==> config.mk <==
export PLATFORM = sky130hd
export DESIGN_NAME = dmem_arbiter_flat
export DESIGN_NICKNAME = d
export VERILOG_FILES = /design/src/rtl/dmem_arbiter_if.sv /design/src/rtl/dmem_arbiter.sv /design/src/flat_wrapper.sv
export SDC_FILE = /design/constraint.sdc
export NUM_CORES = 1
export LEC_CHECK = 0
export ABC_AREA = 0
export CAP_MARGIN = 15
export CELL_PAD_IN_SITES_DETAIL_PLACEMENT = 1
export CELL_PAD_IN_SITES_GLOBAL_PLACEMENT = 2
export CORE_MARGIN = 5
export CORE_UTILIZATION = 26
export CTS_BUF_LIST = sky130_fd_sc_hd__clkbuf_4
export CTS_CLUSTER_SIZE = 14
export DETAILED_ROUTE_END_ITERATION = 8
export PLACE_DENSITY = 0.87
export SETUP_SLACK_MARGIN = 0.05
export SYNTH_ARGS = -nofsm -noshare
export SYNTH_HDL_FRONTEND = slang
export SYNTH_SLANG_ARGS = --single-unit
export TNS_END_PERCENT = 30
==> constraint.sdc <==
create_clock -name clk -period 1.75 [get_ports clk]
set_clock_uncertainty 0.05 [all_clocks]
set_input_delay 0.35 -clock clk [delete_from_list [all_inputs] [get_ports clk]]
set_output_delay 0.35 -clock clk [all_outputs]
set_load 0.01 [all_outputs]
==> src/rtl/dmem_arbiter_if.sv <==
// Bundle of both requester handshakes, the data-memory port and arbiter status.
// The arbiter takes the slave view; requesters plus memory take the master view.
interface dmem_arbiter_if #(
    parameter int ADDR_W = 7,
    parameter int DATA_W = 8
);
    logic              req0_valid;
    logic              req0_write;
    logic [ADDR_W-1:0] req0_addr;
    logic [DATA_W-1:0] req0_wdata;
    logic              req0_ready;
    logic              rsp0_valid;
    logic [DATA_W-1:0] rsp0_rdata;

    logic              req1_valid;
    logic              req1_write;
    logic [ADDR_W-1:0] req1_addr;
    logic [DATA_W-1:0] req1_wdata;
    logic              req1_ready;
    logic              rsp1_valid;
    logic [DATA_W-1:0] rsp1_rdata;

    logic [ADDR_W-1:0] mem_line;
    logic [DATA_W-1:0] mem_in;
    logic              mem_read;
    logic              mem_write;
    logic [DATA_W-1:0] mem_out;

    logic              busy;
    logic              last_grant;

    modport slave (
        input  req0_valid, req0_write, req0_addr, req0_wdata,
        input  req1_valid, req1_write, req1_addr, req1_wdata,
        input  mem_out,
        output req0_ready, rsp0_valid, rsp0_rdata,
        output req1_ready, rsp1_valid, rsp1_rdata,
        output mem_line, mem_in, mem_read, mem_write,
        output busy, last_grant
    );

    modport master (
        output req0_valid, req0_write, req0_addr, req0_wdata,
        output req1_valid, req1_write, req1_addr, req1_wdata,
        output mem_out,
        input  req0_ready, rsp0_valid, rsp0_rdata,
        input  req1_ready, rsp1_valid, rsp1_rdata,
        input  mem_line, mem_in, mem_read, mem_write,
        input  busy, last_grant
    );
endinterface

==> src/rtl/dmem_arbiter.sv <==
// Two-requester round-robin sequencer for the single-port 128x8 data memory:
// one access in flight, registered one-cycle strobes, response after READ_LAT.
module dmem_arbiter #(
    parameter int ADDR_W   = 7,
    parameter int DATA_W   = 8,
    parameter int READ_LAT = 1
) (
    input logic           clk,
    input logic           rst,
    dmem_arbiter_if.slave bus
);
    localparam logic [1:0] S_IDLE    = 2'd0;
    localparam logic [1:0] S_ACCESS  = 2'd1;
    localparam logic [1:0] S_WAIT    = 2'd2;
    localparam logic [1:0] S_RESP    = 2'd3;
    localparam logic [1:0] WAIT_INIT = 2'(READ_LAT - 1);

    logic [1:0]        r_state;
    logic              r_owner;
    logic              r_last_grant;
    logic              r_write;
    logic              r_busy;
    logic [1:0]        r_wait_cnt;
    logic [ADDR_W-1:0] r_mem_line;
    logic [DATA_W-1:0] r_mem_in;
    logic              r_mem_read;
    logic              r_mem_write;
    logic              r_rsp0_valid;
    logic              r_rsp1_valid;
    logic [DATA_W-1:0] r_rsp0_rdata;
    logic [DATA_W-1:0] r_rsp1_rdata;

    logic              w_idle;
    logic              w_grant;
    logic              w_accept;
    logic              w_write;
    logic [ADDR_W-1:0] w_addr;
    logic [DATA_W-1:0] w_wdata;
    logic              w_rsp_fire;
    logic [DATA_W-1:0] w_rsp_data;

    // On a tie, the requester that did not win last time goes next.
    // NOTE: selection is built from continuous assigns only, so no latch can be inferred.
    assign w_idle   = (r_state == S_IDLE);
    assign w_grant  = (bus.req0_valid && bus.req1_valid) ? ~r_last_grant : bus.req1_valid;
    assign w_accept = w_idle && (bus.req0_valid || bus.req1_valid);
    assign w_write  = w_grant ? bus.req1_write : bus.req0_write;
    assign w_addr   = w_grant ? bus.req1_addr  : bus.req0_addr;
    assign w_wdata  = w_grant ? bus.req1_wdata : bus.req0_wdata;

    assign bus.req0_ready = w_accept && !w_grant;
    assign bus.req1_ready = w_accept &&  w_grant;

    // Response is produced straight out of ACCESS for writes, out of the last WAIT cycle for reads.
    assign w_rsp_fire = ((r_state == S_ACCESS) && r_write) ||
                        ((r_state == S_WAIT) && (r_wait_cnt == 2'd0));
    assign w_rsp_data = r_write ? '0 : bus.mem_out;

    // NOTE: all state uses non-blocking assignments so every register sees pre-edge values.
    always_ff @(posedge clk) begin
        if (rst) begin
            r_state      <= S_IDLE;
            r_owner      <= 1'b0;
            r_last_grant <= 1'b1;
            r_write      <= 1'b0;
            r_busy       <= 1'b0;
            r_wait_cnt   <= 2'd0;
            r_mem_line   <= '0;
            r_mem_in     <= '0;
            r_mem_read   <= 1'b0;
            r_mem_write  <= 1'b0;
            r_rsp0_valid <= 1'b0;
            r_rsp1_valid <= 1'b0;
            r_rsp0_rdata <= '0;
            r_rsp1_rdata <= '0;
        end else begin
            r_mem_read   <= 1'b0;
            r_mem_write  <= 1'b0;
            r_rsp0_valid <= 1'b0;
            r_rsp1_valid <= 1'b0;

            case (r_state)
                S_IDLE: begin
                    if (w_accept) begin
                        r_owner      <= w_grant;
                        r_last_grant <= w_grant;
                        r_write      <= w_write;
                        r_mem_line   <= w_addr;
                        r_mem_in     <= w_wdata;
                        r_mem_write  <= w_write;
                        r_mem_read   <= !w_write;
                        r_busy       <= 1'b1;
                        r_state      <= S_ACCESS;
                    end
                end
                S_ACCESS: begin
                    r_wait_cnt <= WAIT_INIT;
                    r_state    <= r_write ? S_RESP : S_WAIT;
                end
                S_WAIT: begin
                    if (r_wait_cnt == 2'd0) begin
                        r_state <= S_RESP;
                    end else begin
                        r_wait_cnt <= r_wait_cnt - 2'd1;
                    end
                end
                default: begin
                    r_busy  <= 1'b0;
                    r_state <= S_IDLE;
                end
            endcase

            if (w_rsp_fire) begin
                r_rsp0_valid <= !r_owner;
                r_rsp1_valid <=  r_owner;
                if (r_owner) begin
                    r_rsp1_rdata <= w_rsp_data;
                end else begin
                    r_rsp0_rdata <= w_rsp_data;
                end
            end
        end
    end

    assign bus.mem_line   = r_mem_line;
    assign bus.mem_in     = r_mem_in;
    assign bus.mem_read   = r_mem_read;
    assign bus.mem_write  = r_mem_write;
    assign bus.rsp0_valid = r_rsp0_valid;
    assign bus.rsp1_valid = r_rsp1_valid;
    assign bus.rsp0_rdata = r_rsp0_rdata;
    assign bus.rsp1_rdata = r_rsp1_rdata;
    assign bus.busy       = r_busy;
    assign bus.last_grant = r_last_grant;
endmodule

==> src/flat_wrapper.sv <==
// flat-port wrapper written by rule: the top's interface ports become plain ports
module dmem_arbiter_flat 
#(
    parameter int ADDR_W   = 7,
    parameter int DATA_W   = 8,
    parameter int READ_LAT = 1
)
  (clk, rst, bus_req0_valid, bus_req0_write, bus_req0_addr, bus_req0_wdata, bus_req1_valid, bus_req1_write, bus_req1_addr, bus_req1_wdata, bus_mem_out, bus_req0_ready, bus_rsp0_valid, bus_rsp0_rdata, bus_req1_ready, bus_rsp1_valid, bus_rsp1_rdata, bus_mem_line, bus_mem_in, bus_mem_read, bus_mem_write, bus_busy, bus_last_grant);
  dmem_arbiter_if #(.ADDR_W(ADDR_W), .DATA_W(DATA_W)) bus_i ();
  input logic clk;
  input logic rst;
  input wire logic [$bits(bus_i.req0_valid)-1:0] bus_req0_valid;
  input wire logic [$bits(bus_i.req0_write)-1:0] bus_req0_write;
  input wire logic [$bits(bus_i.req0_addr)-1:0] bus_req0_addr;
  input wire logic [$bits(bus_i.req0_wdata)-1:0] bus_req0_wdata;
  input wire logic [$bits(bus_i.req1_valid)-1:0] bus_req1_valid;
  input wire logic [$bits(bus_i.req1_write)-1:0] bus_req1_write;
  input wire logic [$bits(bus_i.req1_addr)-1:0] bus_req1_addr;
  input wire logic [$bits(bus_i.req1_wdata)-1:0] bus_req1_wdata;
  input wire logic [$bits(bus_i.mem_out)-1:0] bus_mem_out;
  output wire logic [$bits(bus_i.req0_ready)-1:0] bus_req0_ready;
  output wire logic [$bits(bus_i.rsp0_valid)-1:0] bus_rsp0_valid;
  output wire logic [$bits(bus_i.rsp0_rdata)-1:0] bus_rsp0_rdata;
  output wire logic [$bits(bus_i.req1_ready)-1:0] bus_req1_ready;
  output wire logic [$bits(bus_i.rsp1_valid)-1:0] bus_rsp1_valid;
  output wire logic [$bits(bus_i.rsp1_rdata)-1:0] bus_rsp1_rdata;
  output wire logic [$bits(bus_i.mem_line)-1:0] bus_mem_line;
  output wire logic [$bits(bus_i.mem_in)-1:0] bus_mem_in;
  output wire logic [$bits(bus_i.mem_read)-1:0] bus_mem_read;
  output wire logic [$bits(bus_i.mem_write)-1:0] bus_mem_write;
  output wire logic [$bits(bus_i.busy)-1:0] bus_busy;
  output wire logic [$bits(bus_i.last_grant)-1:0] bus_last_grant;
  assign bus_i.req0_valid = bus_req0_valid;
  assign bus_i.req0_write = bus_req0_write;
  assign bus_i.req0_addr = bus_req0_addr;
  assign bus_i.req0_wdata = bus_req0_wdata;
  assign bus_i.req1_valid = bus_req1_valid;
  assign bus_i.req1_write = bus_req1_write;
  assign bus_i.req1_addr = bus_req1_addr;
  assign bus_i.req1_wdata = bus_req1_wdata;
  assign bus_i.mem_out = bus_mem_out;
  assign bus_req0_ready = bus_i.req0_ready;
  assign bus_rsp0_valid = bus_i.rsp0_valid;
  assign bus_rsp0_rdata = bus_i.rsp0_rdata;
  assign bus_req1_ready = bus_i.req1_ready;
  assign bus_rsp1_valid = bus_i.rsp1_valid;
  assign bus_rsp1_rdata = bus_i.rsp1_rdata;
  assign bus_mem_line = bus_i.mem_line;
  assign bus_mem_in = bus_i.mem_in;
  assign bus_mem_read = bus_i.mem_read;
  assign bus_mem_write = bus_i.mem_write;
  assign bus_busy = bus_i.busy;
  assign bus_last_grant = bus_i.last_grant;
  dmem_arbiter #(.ADDR_W(ADDR_W), .DATA_W(DATA_W), .READ_LAT(READ_LAT)) u_core (.clk(clk), .rst(rst), .bus(bus_i));
endmodule
After elaboration in Yosys (flattened, before gate mapping). Index checks and enable logic that the tools add are counted.

Bits of input ports: 44. Logic and storage cells: 62. Register bits after elaboration: 43. Output and inout port bits: 39.

Bitwise logic cells: 6. Equality and inequality tests: 5. Mux-type cells: 13. Add/subtract/negate cells: 1. Reduce and logical (&&, ||, !) cells: 23.

Operators by type and width (number): $mux 8 (2); $reduce_and 2->1 (6); $mux 7 (1); $logic_and 1x1->1 (6); $mux 2 (3); $ne 2x2->1 const B (3); $not 1->1 (6); $pmux 2 s3 (1); $logic_not 2->1 (2); $mux 1 (4); $pmux 2 s2 (1); $reduce_or 2->1 (2); $logic_not 1->1 (3); $reduce_or 3->1 (1); $eq 2x1->1 const B (1); $eq 2x2->1 const B (1); $logic_or 1x1->1 (2); $pmux 1 s2 (1); $reduce_bool 2->1 (1); $sub 2x1->2 const B (1).

Logic depth before layout (Yosys ltp). Gate-level depths: netlist of the first run.

Word-level depth: 5. Gate-level depth with buffers: 7.

Least setup slack after synthesis of the first run. OpenSTA, ideal clock, no wires.

Path type: flip-flop to flip-flop. Start: register u_core.r_state[0]. End: register u_core.r_state[0]. Library setup time: 0.070 ns. Clock period less this slack: 1.570 ns. Setup slack: 0.180 ns. Data arrival time: 1.450 ns. Stages on the path, launching flop included: 6. Cell sequence: dfxtp_1 inv_1 ha_1 nor3b_2 or4_1 a21oi_1.

Longest elaborated chain between the ends: 4. Elaborated cells on any way between the ends: 8. Classes of those cells: eq/ne (4); mux (1); reduce/logical (3).

Ends and longest elaborated chain: start: declaration (line dmem_arbiter.sv:18) `logic [1:0] r_state;`; start signal: assignment (line dmem_arbiter.sv:98) `r_state <= r_write ? S_RESP : S_WAIT;`; $logic_not 2->1 (*) (line dmem_arbiter.sv:44) `assign w_idle = (r_state == S_IDLE);`; via u_core.w_idle (line dmem_arbiter.sv:33) `logic w_idle;`; $logic_and 1x1->1 (line dmem_arbiter.sv:46) `assign w_accept = w_idle && (bus.req0_valid || bus.req1_valid);`; $ne 2x2->1 (no line); $reduce_and 2->1 (no line).

Mark *: on every way through the listed nets, which the timed path passes. The rest lies on a longest branch. A chain may end at the register's enable or synchronous reset.

Final worst setup path of the first run.
Start: register u_core.r_rsp1_rdata[3], in the netlist u_core.bus.rsp1_rdata[3]. End: output bus_rsp1_rdata[3].

RTL lines: start: declaration (line dmem_arbiter.sv:31) `logic [DATA_W-1:0] r_rsp1_rdata;`; start signal: assignment (line dmem_arbiter.sv:117) `r_rsp1_rdata <= w_rsp_data;`; end: declaration (line flat_wrapper.sv:26) `output wire logic [$bits(bus_i.rsp1_rdata)-1:0] bus_rsp1_rdata;`.

No word-level cell between the ends.

==> metrics.yaml, run 1 <==
run_status:
  run_status: "complete, no violations"
critical_path:
  data_required_critical_path_ps: 1350
  data_arrival_time_of_the_worst_path_ps: 1230
  timing.critical_path.slowest_stage_cell: "sky130_fd_sc_hd__clkdlybuf4s50_1"
  setup.worst_path.class: "reg2out"
  timing.critical_path.to_type: "output pin"
  worstPathBufferInverterCount: 1
  worstPathCellList: "clkdlybuf4s50_1"
  critPathMaxFanout: 2
  nature_of_the_critical_path_startpoint: "register"
  max_stage_delay_ps: 530
  reg2reg_slack_ps: 130
  worst_path_dominant_cell_family: "buffers and inverters"
pwr:
  cellInternalPower_w: 0.00259
  net_switching_power_of_the_design_w: 0.00132
  seqPwrFrac_pct: 35.7
  power_switching_share_pct: 33.8
  leakage_nw: 1.68
  power.share.combinational_pct: 48.5
  worst_ir_drop_vdd_v: 0.000450
  clockPowerShare_pct: 15.8
  power_density_nw_per_um2: 1210
sta:
  slew_worst_pin_ps: 405
  max_clock_freq_mhz: 612
  setup_repair_after_global_routing_missed_its_margin: "true"
  worst_slew_margin_rel_pct: 72.9
  report.final.hold_viol_count: 0
  final.setup.worst_slack_ps: 115
  timing_max_transition_violations_final: 0
  setup_violations: 0
  finalCritPeriodShare_pct: 93.4
  fin_crit_ps: 1630
logic_synthesis:
  synthesis.yosys.warnings: 0
  synth-main-ff-cell: "sky130_fd_sc_hd__dfxtp_1"
  synth_sequential_area_ratio_pct: 43.1
  synthesis.instances: 195
  mappedNetlistArea_um2: 2000
  ys_seq_elements: 43
  postSynth.asyncResetShare_pct: 0
  synth.net_count: 245
  avgSynthCellArea_um2: 10.2
  synth_enable_flop_cells: 0
  ys_types: 36
  synth_area_leaders: "sky130_fd_sc_hd__dfxtp_1, sky130_fd_sc_hd__a221o_1, sky130_fd_sc_hd__nor3b_1"
  yosys.area.top_type: "sky130_fd_sc_hd__dfxtp_1"
  synth.top_cell.area_share_pct: 43.1
placed_design:
  dp_hpwl_mm: 4.47
  placement.cell_area_um2: 2990
  gp_congestion: 0.709
  port_buffers: 82
  pre_cts_ws_ps: -305
cts:
  hold_buffers: 0
  clkSinkCount: 43
  cts_buffers: 5
  cts_tree: "yes"
  worst_skew_pair.late_latency_ps: 340
  htreeDepth: 2
  clock-root-buffer: "sky130_fd_sc_hd__clkbuf_4"
  clk_path_buf_depth: 2
  clk_pin_slew_worst_paths_ps: 140
routing:
  drc_marker_count_from_the_first_detailed_route_iteration: 60
  via_count_normalized_by_instance_count: 4.55
  drt_drc_violations_left: 0
  drtAntennaViolNets: 0
  wirelength_mm: 5.80
  detailedRoute.firstPassIterationCount: 4
  post_drt_wl_per_cell_um: 14.7
  via_count: 1803
global_route:
  maximum_number_of_pins_on_one_net_before_global_route_repair: 24
  number_of_global_route_vias_before_repair: 1959
  global_route.usage.met2_pct: 21.2
  grt_util_met3_pct: 4.67
  most_crowded_layer_gr: "met2"
  grt_first_pass_wirelength_mm: 9.68
  grt.met1_usage_pct: 14.3
  grt_overflow: 0
  antenna_violations_before_repair: 0
  groute.usage.overall_pct: 12.3
cells_and_area:
  num_antenna_cells: 0
  layout.cells.most_common_list: "sky130_fd_sc_hd__clkdlybuf4s50_1, sky130_fd_sc_hd__dfxtp_1, sky130_fd_sc_hd__dlymetal6s2s_1"
  final_nets: 343
  drive_above_1_share_pct: 20.7
  most_frequent_standard_cell_in_the_layout_excluding_fill_and_tap_cells: "sky130_fd_sc_hd__clkdlybuf4s50_1"
  areaGrowthSynthToFinish_pct: 61.3
  final_core_util_pct: 42.3
  final_layout_fill_cell_count: 854
  finalInstanceArea_um2: 3220
die:
  die-width_um: 97.6
  row_count: 32
  core_region_area_um2: 7610
  fp.dieArea_um2: 9530
  start_util_pct: 26.2
  pin_count: 83
  die_height_um: 97.6
min_path:
  min-delay-path-class: "in2reg"
flow_run:
  maxCapViolCount: 0
worst paths after layout:
check	startpoint	end	cells past startpoint
worst max-delay path	u_core.bus.rsp1_rdata[3]	bus_rsp1_rdata[3]	1
worst min-delay path	rst	u_core.r_owner	2
worst min register to register	u_core.bus.rsp1_rdata[2]	u_core.bus.rsp1_rdata[2]	2
worst max register to register	u_core.r_state[0]	u_core.r_state[0]	6
layout make-up:
class	count	area [µm²]	share of cell area (%)
Timing Repair Buffer	106	1120	34.7
Multi-Input combinational cell	131	1010	31.2
Sequential cell	43	871	27.0
Tap cell	102	128	3.96
Clock inverter	3	38.8	1.20
Clock buffer	5	37.5	1.17
Inverter	6	22.5	0.699
per-stage QoR:
step	instances	hold slack [ps]	TNS, ps	power [W]
2_1_floorplan	195	391	0	0.00235
3_3_place_gp	384	408	-4790	0.00320
3_5_place_dp	384	418	-5550	0.00327
4_1_cts	394	342	0	0.00398
5_1_grt	396	359	0	0.00421
6_report	396	356	0	0.00391
cells in the mapped netlist (8+ instances only):
cell                       instances
sky130_fd_sc_hd__nor2b_1          11
sky130_fd_sc_hd__nor3b_1          16
sky130_fd_sc_hd__dfxtp_1          43
sky130_fd_sc_hd__mux2i_1           9
sky130_fd_sc_hd__or3b_2            8
sky130_fd_sc_hd__o21ai_0          14
sky130_fd_sc_hd__a221o_1          15
sky130_fd_sc_hd__nand2b_1         11
routing by layer:
metal / vias to the layer above / routed length, µm
met3: 4 / 399
met4: 0 / 54
li1: 897 / -
met2: 53 / 2910
met1: 849 / 2440
met5: - / 0
power groups by stage:
stage	sequential, W	combinational, W	clock, W
finish	0.00140	0.00189	0.000615
global route	0.00144	0.00208	0.000696
CTS	0.00141	0.00192	0.000651
detailed placement	0.00142	0.00185	0
global placement	0.00140	0.00180	0
floorplan	0.00145	0.000900	0
kinds of logic (layout without fill, tap and decap cells):
logic type | count (synthesis) | in the layout | share of synthesized area (%)
AOI/OAI and AO/OA | 50 | 50 | 18.5
adders and majority gates | 6 | 6 | 3.76
buffers and inverters | 21 | 120 | 7.83
DFF | 43 | 43 | 43.1
muxes | 9 | 9 | 4.51
and+or+nand+nor | 66 | 66 | 22.3
registers in the layout (all words and copies together) (netlist names):
register,count
u_core.bus.last_grant,1
u_core.bus.mem_read,1
u_core.bus.mem_write,1
u_core.r_wait_cnt,2
u_core.r_write,1
u_core.bus.busy,1
u_core.bus.mem_line,7
u_core.bus.rsp1_rdata,8
u_core.bus.mem_in,8
u_core.r_owner,1
u_core.bus.rsp1_valid,1
u_core.bus.rsp0_valid,1
u_core.bus.rsp0_rdata,8
u_core.r_state,2
repair_timing:
item | CTS | global route
setup endpoints to repair | 21 | 49
pin swaps | 2 | 3
endpoints found under the hold margin | 0 | 0
setup buffers | 2 | 2
gates resized for setup | 15 | 37
cloned | 0 | 0
No activity file was read; power rests on OpenSTA's default activity.
==> run 2, diff against run 1 <==
--- a/config.mk
+++ b/config.mk
@@ -16,6 +16,7 @@
 export DETAILED_ROUTE_END_ITERATION = 8
 export PLACE_DENSITY = 0.87
 export SETUP_SLACK_MARGIN = 0.05
+export SKIP_LAST_GASP = 1
 export SYNTH_ARGS = -nofsm -noshare
 export SYNTH_HDL_FRONTEND = slang
 export SYNTH_SLANG_ARGS = --single-unit
==> run 2 against run 1 <==
Against the previous run: worst hold slack better by 2.0 ps; register-to-register slack worse by 20 ps; total power up 0.82%; fmax down 2.3%; cell count unchanged; clock-buffer cell count unchanged; sequential power about the same; die area unchanged; critical path depth up 3; via count down 0.33%; flip-flop and latch count unchanged; global-route usage unchanged; critical path type is now in2out; largest cell class unchanged.
==> metrics.yaml, run 2 (synthesis gave the netlist of run 1 again) <==
sta:
  finalCritPeriodShare_pct: 95.6  # was 93.4%
  slew_worst_pin_ps: 419  # was 405 ps
  report.final.hold_viol_count: 0  # unchanged
  max_clock_freq_mhz: 598  # was 612 MHz
  setup_violations: 0  # unchanged
  timing_max_transition_violations_final: 0  # unchanged
  fin_crit_ps: 1670  # was 1630 ps
  worst_slew_margin_rel_pct: 72.0  # was 72.9%
  setup_repair_after_global_routing_missed_its_margin: "true"  # unchanged
cts:
  clock-root-buffer: "sky130_fd_sc_hd__clkbuf_4"  # unchanged
  hold_buffers: 0  # unchanged
  htreeDepth: 2  # unchanged
  worst_skew_pair.late_latency_ps: 340  # about the same
  cts_tree: "yes"  # unchanged
  clk_pin_slew_worst_paths_ps: 130  # was 140 ps
  clk_path_buf_depth: 2  # unchanged
  clkSinkCount: 43  # unchanged
  cts_buffers: 5  # unchanged
die:
  row_count: 32  # unchanged
  pin_count: 83  # unchanged
  fp.dieArea_um2: 9530  # unchanged
  die_height_um: 97.6  # unchanged
  start_util_pct: 26.2  # unchanged
  die-width_um: 97.6  # unchanged
  core_region_area_um2: 7610  # unchanged
pwr:
  leakage_nw: 1.25  # was 1.68 nW
  power_density_nw_per_um2: 1250  # was 1210 nW/µm²
  seqPwrFrac_pct: 35.5  # was 35.7%
  net_switching_power_of_the_design_w: 0.00132  # about the same
  clockPowerShare_pct: 15.6  # was 15.8%
  power_switching_share_pct: 33.4  # was 33.8%
  power.share.combinational_pct: 48.9  # was 48.5%
  cellInternalPower_w: 0.00262  # was 0.00259 W
  worst_ir_drop_vdd_v: 0.000373  # was 0.000450 V
  report.power.total_w: 0.00394  # was 0.00391 W
critical_path:
  critical_path.reg2reg.endpoint: "u_core.r_state[0]"  # unchanged
  reg2reg_slack_ps: 110  # was 130 ps
  nature_of_the_critical_path_startpoint: "input pin"  # was register
  crit-reg2reg-launch: "u_core.r_state[0]"  # unchanged
  timing.reg2reg.worst_path_depth: 6  # unchanged
  critPathMaxFanout: 4  # was 2
  timing.critical_path.to_type: "output pin"  # unchanged
  data_required_critical_path_ps: 1350  # about the same
  worst_setup_path_endpoint: "bus_req1_ready"  # was bus_rsp1_rdata[3]
  worstPathCellList: "clkdlybuf4s50_1 -> nand3_2 -> inv_1 -> clkdlybuf4s15_2"  # was clkdlybuf4s50_1
  worst_path_dominant_cell_family: "buffers and inverters"  # unchanged
  max_stage_delay_ps: 550  # was 530 ps
  cp-startpoint: "bus_req1_valid"  # was u_core.bus.rsp1_rdata[3]
  data_arrival_time_of_the_worst_path_ps: 1270  # was 1230 ps
  worstPathBufferInverterCount: 3  # was 1
  path_depth: 4  # was 1
  timing.critical_path.slowest_stage_cell: "sky130_fd_sc_hd__clkdlybuf4s50_1"  # unchanged
  setup.worst_path.class: "in2out"  # was reg2out
global_route:
  antenna_violations_before_repair: 0  # unchanged
  grt_overflow: 0  # unchanged
  groute.usage.overall_pct: 12.3  # unchanged
  grt_first_pass_wirelength_mm: 9.68  # unchanged
  number_of_global_route_vias_before_repair: 1959  # unchanged
  maximum_number_of_pins_on_one_net_before_global_route_repair: 24  # unchanged
cells_and_area:
  final_nets: 343  # unchanged
  areaGrowthSynthToFinish_pct: 58.1  # was 61.3%
  most_frequent_standard_cell_in_the_layout_excluding_fill_and_tap_cells: "sky130_fd_sc_hd__clkdlybuf4s50_1"  # unchanged
  drive_above_1_share_pct: 19.4  # was 20.7%
  finalInstanceArea_um2: 3160  # was 3220 µm²
  layout.cells.most_common_list: "sky130_fd_sc_hd__clkdlybuf4s50_1, sky130_fd_sc_hd__dfxtp_1, sky130_fd_sc_hd__buf_4"  # was sky130_fd_sc_hd__clkdlybuf4s50_1, sky130_fd_sc_hd__dfxtp_1, sky130_fd_sc_hd__dlymetal6s2s_1
  num_antenna_cells: 0  # unchanged
routing:
  wirelength_mm: 5.73  # was 5.80 mm
  via_count_normalized_by_instance_count: 4.54  # was 4.55
  drc_marker_count_from_the_first_detailed_route_iteration: 40  # was 60
  drtAntennaViolNets: 0  # unchanged
  detailedRoute.firstPassIterationCount: 4  # unchanged
  drt_drc_violations_left: 0  # unchanged
  post_drt_wl_per_cell_um: 14.5  # was 14.7 µm
  via_count: 1797  # was 1803
placed_design:
  port_buffers: 82  # unchanged
  gp_congestion: 0.709  # unchanged
  placement.cell_area_um2: 2990  # unchanged
  dp_hpwl_mm: 4.47  # unchanged
flow_run:
  maxCapViolCount: 0  # unchanged
run_status:
  run_status: "complete, no violations"  # unchanged
min_path:
  min-delay-path-class: "in2reg"  # unchanged
  hold_path.startpoint: "rst"  # unchanged
run 2: repair_timing:
| item | in CTS | in global routing |
|---|---|---|
| pin swaps | 2 | 1 |
| buffers inserted | 2 | 2 |
| endpoints found under the setup margin | 21 | 49 |
| resized for setup | 15 | 6 |
run 2: metrics by stage:
step           hold WS, ps  utilization, %  TNS (ps)  worst slack (ps)  cells
3_5_place_dp           418            39.4     -5550              -305    384
4_1_cts                342            40.9         0              29.2    394
3_3_place_gp           408            39.4     -4790              -256    384
6_report               358            41.5         0              77.1    396
2_1_floorplan          391               -         0               180    195
5_1_grt                359            41.5     -26.0             -26.0    396
run 2: worst min-delay path by stage:
stage / end / slack, ps / cells after the start
after global routing: u_core.r_owner / 360 / 2
after CTS: u_core.r_owner / 340 / 2
after detailed placement: u_core.bus.rsp1_rdata[5] / 420 / 2
after floorplan: u_core.r_wait_cnt[1] / 390 / 2
final: u_core.r_owner / 360 / 2
after global placement: u_core.r_wait_cnt[1] / 410 / 2
run 2: area by class of cell:
class	count	area (µm²)
clock buffers	5	37.5
clock inverters	3	38.8
fillers	861	4450
inverters	6	22.5
multi-input cells	131	1000
flip-flops and latches	43	867
well taps	102	128
repair buffers	106	1060
run 2: power by group through the flow:
stage	registers, W	clock network, W	logic, W
6_report	0.00140	0.000614	0.00193
5_1_grt	0.00144	0.000696	0.00211
4_1_cts	0.00141	0.000651	0.00192
3_5_place_dp	0.00142	0	0.00185
3_3_place_gp	0.00140	0	0.00180
2_1_floorplan	0.00145	0	0.000900
run 2: layer usage:
metal	up-vias	GRT usage, %	wire, µm
met5	-	0	0
met4	0	3.30	57
met3	4	4.67	390
met2	53	21.2	2840
met1	843	14.3	2440
li1	897	-	-
run 2: worst register-to-register path: cells and delay by family, from the launching register on:
family	cells	cell delay (ps)
adder cells (fa/ha/maj)	1	200
flip-flops	1	350
AND/OR/NAND/NOR	2	630
AO/OA/AOI/OAI	1	160
buffers and inverters	2	180
